--- config.mk ---
export PLATFORM = sky130hd
export DESIGN_NAME = conv_stream_to_axi
export DESIGN_NICKNAME = d
export VERILOG_FILES = /design/src/rtl/phj_pkg.sv /design/src/rtl/conv_stream_to_axi_lane_fifo.sv /design/src/rtl/conv_stream_to_axi.sv
export SDC_FILE = /design/constraint.sdc
export NUM_CORES = 2
export LEC_CHECK = 0
export CORE_MARGIN = 2
export CORE_UTILIZATION = 45
export CTS_CLUSTER_SIZE = 16
export DETAILED_ROUTE_END_ITERATION = 12
export PLACE_DENSITY = 0.67
export SYNTH_ARGS = -nofsm -noshare
export SYNTH_HDL_FRONTEND = slang
export SYNTH_SLANG_ARGS = --single-unit
--- constraint.sdc ---
create_clock -name clk -period 4.3 [get_ports clk]
set_input_delay 0.86 -clock clk [delete_from_list [all_inputs] [get_ports clk]]
set_output_delay 0.86 -clock clk [all_outputs]
set_load 0.01 [all_outputs]
--- src/rtl/phj_pkg.sv ---
// Shared constants and state encoding for the lane-to-beat stream converter.
package phj_pkg;

    localparam int unsigned NUM_LANES = 8;
    localparam int unsigned TUPLE_W   = 64;
    localparam int unsigned SN_W      = 32;
    localparam int unsigned TAG_W     = 64;
    localparam int unsigned ENTRY_W   = TUPLE_W + TAG_W;

    typedef enum logic [1:0] {
        RUN   = 2'd0,
        DRAIN = 2'd1,
        DONE  = 2'd2
    } state_t;

endpackage

--- src/rtl/conv_stream_to_axi_lane_fifo.sv ---
// Per-lane synchronous FIFO; head word is presented combinationally on rd_data.
module lane_fifo #(
    parameter int unsigned WIDTH = 128,
    parameter int unsigned DEPTH = 4
) (
    input  logic             clk,
    input  logic             resetn,
    input  logic             wr_en,
    input  logic [WIDTH-1:0] wr_data,
    input  logic             rd_en,
    output logic [WIDTH-1:0] rd_data,
    output logic             full,
    output logic             empty
);

    localparam int unsigned AW = $clog2(DEPTH);

    logic [WIDTH-1:0] mem_q [DEPTH];
    logic [WIDTH-1:0] mem_d [DEPTH];
    logic [AW:0]      wr_ptr_q, wr_ptr_d;
    logic [AW:0]      rd_ptr_q, rd_ptr_d;
    logic             do_wr;
    logic             do_rd;

    // Extra pointer MSB distinguishes full from empty when the indices match.
    assign empty   = (wr_ptr_q == rd_ptr_q);
    assign full    = (wr_ptr_q[AW] != rd_ptr_q[AW]) && (wr_ptr_q[AW-1:0] == rd_ptr_q[AW-1:0]);
    assign rd_data = mem_q[rd_ptr_q[AW-1:0]];
    assign do_wr   = wr_en && !full;
    assign do_rd   = rd_en && !empty;

    always_comb begin
        mem_d    = mem_q;
        wr_ptr_d = wr_ptr_q;
        rd_ptr_d = rd_ptr_q;
        if (do_wr) begin
            mem_d[wr_ptr_q[AW-1:0]] = wr_data;
            wr_ptr_d = wr_ptr_q + (AW+1)'(1);
        end
        if (do_rd) begin
            rd_ptr_d = rd_ptr_q + (AW+1)'(1);
        end
    end

    always_ff @(posedge clk) begin
        mem_q <= mem_d;
        if (!resetn) begin
            wr_ptr_q <= '0;
            rd_ptr_q <= '0;
        end else begin
            wr_ptr_q <= wr_ptr_d;
            rd_ptr_q <= rd_ptr_d;
        end
    end

endmodule

--- src/rtl/conv_stream_to_axi.sv ---
// Joins eight independently flowing lanes into one 512-bit beat stream,
// checking per-lane serial tags and finishing once every lane reports last.
module conv_stream_to_axi
    import phj_pkg::*;
#(
    parameter int unsigned FIFO_DEPTH = 4,
    parameter int unsigned CHECK_SN   = 1
) (
    input  logic         clk,
    input  logic         resetn,
    input  logic [511:0] in_data,
    input  logic [7:0]   in_valid,
    output logic [7:0]   in_ready,
    input  logic [511:0] in_serialnum,
    input  logic [7:0]   in_last,
    output logic [511:0] out_data,
    output logic         out_valid,
    input  logic         out_ready,
    output logic         out_last,
    output logic [31:0]  curr_sn,
    output logic         sn_err
);

    logic [ENTRY_W-1:0] head [NUM_LANES];
    logic [7:0]         full;
    logic [7:0]         empty;
    logic [7:0]         wr_en;
    logic               all_head;
    logic               load;

    state_t             state_q, state_d;
    logic [511:0]       out_data_q, out_data_d;
    logic               out_valid_q, out_valid_d;
    logic               out_last_q, out_last_d;
    logic [SN_W-1:0]    curr_sn_q, curr_sn_d;
    logic               sn_err_q, sn_err_d;
    logic               last_seen_q, last_seen_d;

    assign in_ready = ~full & {8{state_q != DONE}};
    assign wr_en    = in_valid & in_ready;
    assign all_head = &(~empty);
    assign load     = all_head && (!out_valid_q || out_ready) && (state_q != DONE);

    for (genvar g = 0; g < NUM_LANES; g++) begin : g_lane
        lane_fifo #(
            .WIDTH (ENTRY_W),
            .DEPTH (FIFO_DEPTH)
        ) u_fifo (
            .clk     (clk),
            .resetn  (resetn),
            .wr_en   (wr_en[g]),
            .wr_data ({in_serialnum[g*TAG_W +: TAG_W], in_data[g*TUPLE_W +: TUPLE_W]}),
            .rd_en   (load),
            .rd_data (head[g]),
            .full    (full[g]),
            .empty   (empty[g])
        );
    end

    always_comb begin
        state_d     = state_q;
        out_data_d  = out_data_q;
        out_valid_d = out_valid_q;
        out_last_d  = out_last_q;
        curr_sn_d   = curr_sn_q;
        sn_err_d    = sn_err_q;
        last_seen_d = &in_last;

        if (load) begin
            out_valid_d = 1'b1;
            curr_sn_d   = curr_sn_q + 32'd1;
            for (int unsigned i = 0; i < NUM_LANES; i++) begin
                out_data_d[i*TUPLE_W +: TUPLE_W] = head[i][TUPLE_W-1:0];
                // Tag layout: [31:0] beat number, [63:32] lane index.
                if ((CHECK_SN != 0) &&
                    ((head[i][TUPLE_W +: SN_W] != curr_sn_q) ||
                     (head[i][TUPLE_W+SN_W +: SN_W] != SN_W'(i)))) begin
                    sn_err_d = 1'b1;
                end
            end
        end else if (out_ready) begin
            out_valid_d = 1'b0;
        end

        case (state_q)
            RUN: begin
                if (last_seen_q) state_d = DRAIN;
            end
            DRAIN: begin
                if ((&empty) && (!out_valid_q || out_ready)) begin
                    state_d     = DONE;
                    out_last_d  = 1'b1;
                    out_valid_d = 1'b0;
                end
            end
            DONE: begin
                out_valid_d = 1'b0;
                out_last_d  = 1'b1;
            end
            default: state_d = RUN;
        endcase
    end

    always_ff @(posedge clk) begin
        if (!resetn) begin
            state_q     <= RUN;
            out_data_q  <= '0;
            out_valid_q <= 1'b0;
            out_last_q  <= 1'b0;
            curr_sn_q   <= '0;
            sn_err_q    <= 1'b0;
            last_seen_q <= 1'b0;
        end else begin
            state_q     <= state_d;
            out_data_q  <= out_data_d;
            out_valid_q <= out_valid_d;
            out_last_q  <= out_last_d;
            curr_sn_q   <= curr_sn_d;
            sn_err_q    <= sn_err_d;
            last_seen_q <= last_seen_d;
        end
    end

    assign out_data  = out_data_q;
    assign out_valid = out_valid_q;
    assign out_last  = out_last_q;
    assign curr_sn   = curr_sn_q;
    assign sn_err    = sn_err_q;

endmodule

==> metrics.txt <==
status completed; number of core rows 224; P per Cell Area 478 nW/µm²; Setup Skew 89.8 ps; yosys warns 0; via count 90.6k; Worst setup EP type output port; Syn-to-layout area delta 23.8%; top_reg_cell synth edfxtp_1; Buf/Inv on CP 1; RD Place Congestion 0.919; ys async rst share 0; TritonCTS clock tree done; clock slew at reported path FFs 60 ps; Pre-antenna DRT Iters 5; max cap viols 0; post-DP HPWL 367,000 µm; initial antenna violation count 332; CTS sink count 4,694; H-tree depth 5; Die X 615 µm; hold crit path type reg -> reg; Peak Freq 247 MHz; Slew @ Worst Pin 1240 ps; vias per std cell 5.63; register area share after synthesis 0.802; initial core utilization 0.452; crit-path cells xor2_1 > nor2_1 > a21oi_1 > clkdlybuf4s50_1; Avg Inst Size Synth 19.5 µm²; setup slack after layout 252 ps; final core occ 0.559; Cells after Synth 8,620; number of nets in the layout 11.6k; final setup vio count 0; Max FO, Critical Path 24; share of cells above drive strength 1 0.164; Top Ports 1,598; total die area 379,000 µm²; CTS Buf Count 461; CTS max path bufs 4; setup bufs post-CTS 0; Root Buffer clkbuf_16; Non-Filler Instances 16.1k; Final Max Slew Viols 0; cell area after synthesis 168,000 µm²; Worst Path Arrival 3190 ps; worst-skew pair later-pin latency 1000 ps; Routed Antenna Nets 0; critical path's top delay family buffers and inverters; Max VDD drop 0.000469 V; Post-Place Cells 15.1k; Port Buf Inserts 1,597; slew margin rel. 0.173; hold_ws 452 ps; largest net degree at the start of global routing 120; drt drc 0; crit path time final 4050 ps; Max stage delay on crit path 820 ps; library cells used by synthesis 58; pre-CTS WS 509 ps; Yosys reg bits 4,694; drt wl/cell 31.8 µm; vias in the first global route 91.1k; crit start category flop; CP required 3440 ps; most common cell after layout, fill and taps aside edfxtp_1; Static Leak 64.9 nW; Setup Crit Path Kind reg -> out; final hold violations 0; Setup TNS 0 ps; chip height 615 µm; Post-synth EDFFs 4,096; all-layer global routing usage 0.265; fin crit share 0.941; commonest non-fill, non-tap cells in the layout edfxtp_1, clkdlybuf4s50_1, nand2_1; first-pass GRT wire length 704,000 µm; Routed WL 512,000 µm; DR iter-0 viols 9,554; grt ovf 0; Core Box Area 372,000 µm²; CP max-delay cell clkdlybuf4s50_1; syn_nets 9,707
worst paths after layout:
check	start	end	cells after the start	slack, ps
worst min-delay path	out_last	out_last	2	450
worst max-delay path	g_lane[1].u_fifo.rd_ptr_q[0]	in_ready[1]	4	250
worst max register to register	g_lane[7].u_fifo.rd_ptr_q[0]	sn_err	9	480
worst min register to register	out_last	out_last	2	450
what timing repair did:
action                     CTS  global route
gates resized for setup      1             0
hold buffers                 0             0
setup endpoints to repair    1             0
cell type report:
type / count / area, µm²
Inverter: 49 / 191
Multi-Input combinational cell: 3479 / 31500
Timing Repair Buffer: 1857 / 19000
Sequential cell: 4694 / 135000
Clock buffer: 615 / 12700
Tap cell: 4972 / 6220
Fill cell: 28000 / 164000
Antenna cell: 161 / 403
Clock inverter: 261 / 3050
power breakdown:
part	internal [mW]	total [mW]	switching, mW
clock network	24.2	41.5	17.3
registers	52.2	52.7	0.531
logic	2.15	5.41	3.26
total	78.5	99.6	21.1
tightest hold or removal path, stage by stage (launching register included):
cell and delay [ps]:
dfxtp_1 310, inv_1 50, a21oi_1 50
sequential cells by signal, indices dropped and copies added, names as in the netlist:
name	flops
out_valid	1
state_q	2
g_lane.u_fifo.rd_ptr_q	24
curr_sn	32
last_seen_q	1
sn_err	1
g_lane.u_fifo.mem_q	4096
out_data	512
out_last	1
g_lane.u_fifo.wr_ptr_q	24
synth_stat cells (15+ instances only):
master / count / area share
mux4_2: 767 / 0.10
ha_1: 44 / 0.0033
nor4_1: 210 / 0.0078
buf_2: 83 / 0.0025
o22ai_1: 23 / 0.00086
nand3_1: 32 / 0.00095
a21oi_1: 558 / 0.017
inv_1: 43 / 0.00096
dfxtp_1: 598 / 0.071
nor3_1: 85 / 0.0025
and3_1: 64 / 0.0024
clkbuf_1: 247 / 0.0055
o21ai_0: 31 / 0.00092
nand4_1: 91 / 0.0034
xnor2_1: 138 / 0.0072
nand2_1: 1099 / 0.025
a221oi_1: 15 / 0.00078
buf_1: 42 / 0.00094
nor4b_1: 22 / 0.0011
edfxtp_1: 4096 / 0.73
xor2_1: 59 / 0.0031
nor2_1: 137 / 0.0031
per-stage QoR:
stage	total power, mW	cell area [µm²]
2_1_floorplan	55.9	168000
3_3_place_gp	58.8	192000
3_5_place_dp	59.1	192000
4_1_cts	100	208000
5_1_grt	102	208000
6_report	99.6	208000
metal layers:
metal | global-route usage | share of wire | vias up
met1 | 0.307 | 0.35 | 46700
met3 | 0.0691 | 0.087 | 1319
li1 | - | - | 38300
met2 | 0.436 | 0.49 | 4180
met5 | 0 | 0.0020 | -
met4 | 0.178 | 0.074 | 158
logic make-up (layout without fill, tap and decap cells):
kind of cell               count (synthesis)  after routing  synth area share
muxes                                    779            779             0.103
adders and majority gates                 44             44           0.00327
xor gates and xnor gates                 197            197            0.0103
DFF                                     4694           4694             0.802
and+or+nand+nor                         1797           1797            0.0485
buffers and inverters                    447           2782            0.0114
AOI/OAI and AO/OA                        662            662            0.0208
other                                      0            161                 0
Power figures use the tool's default switching activity.
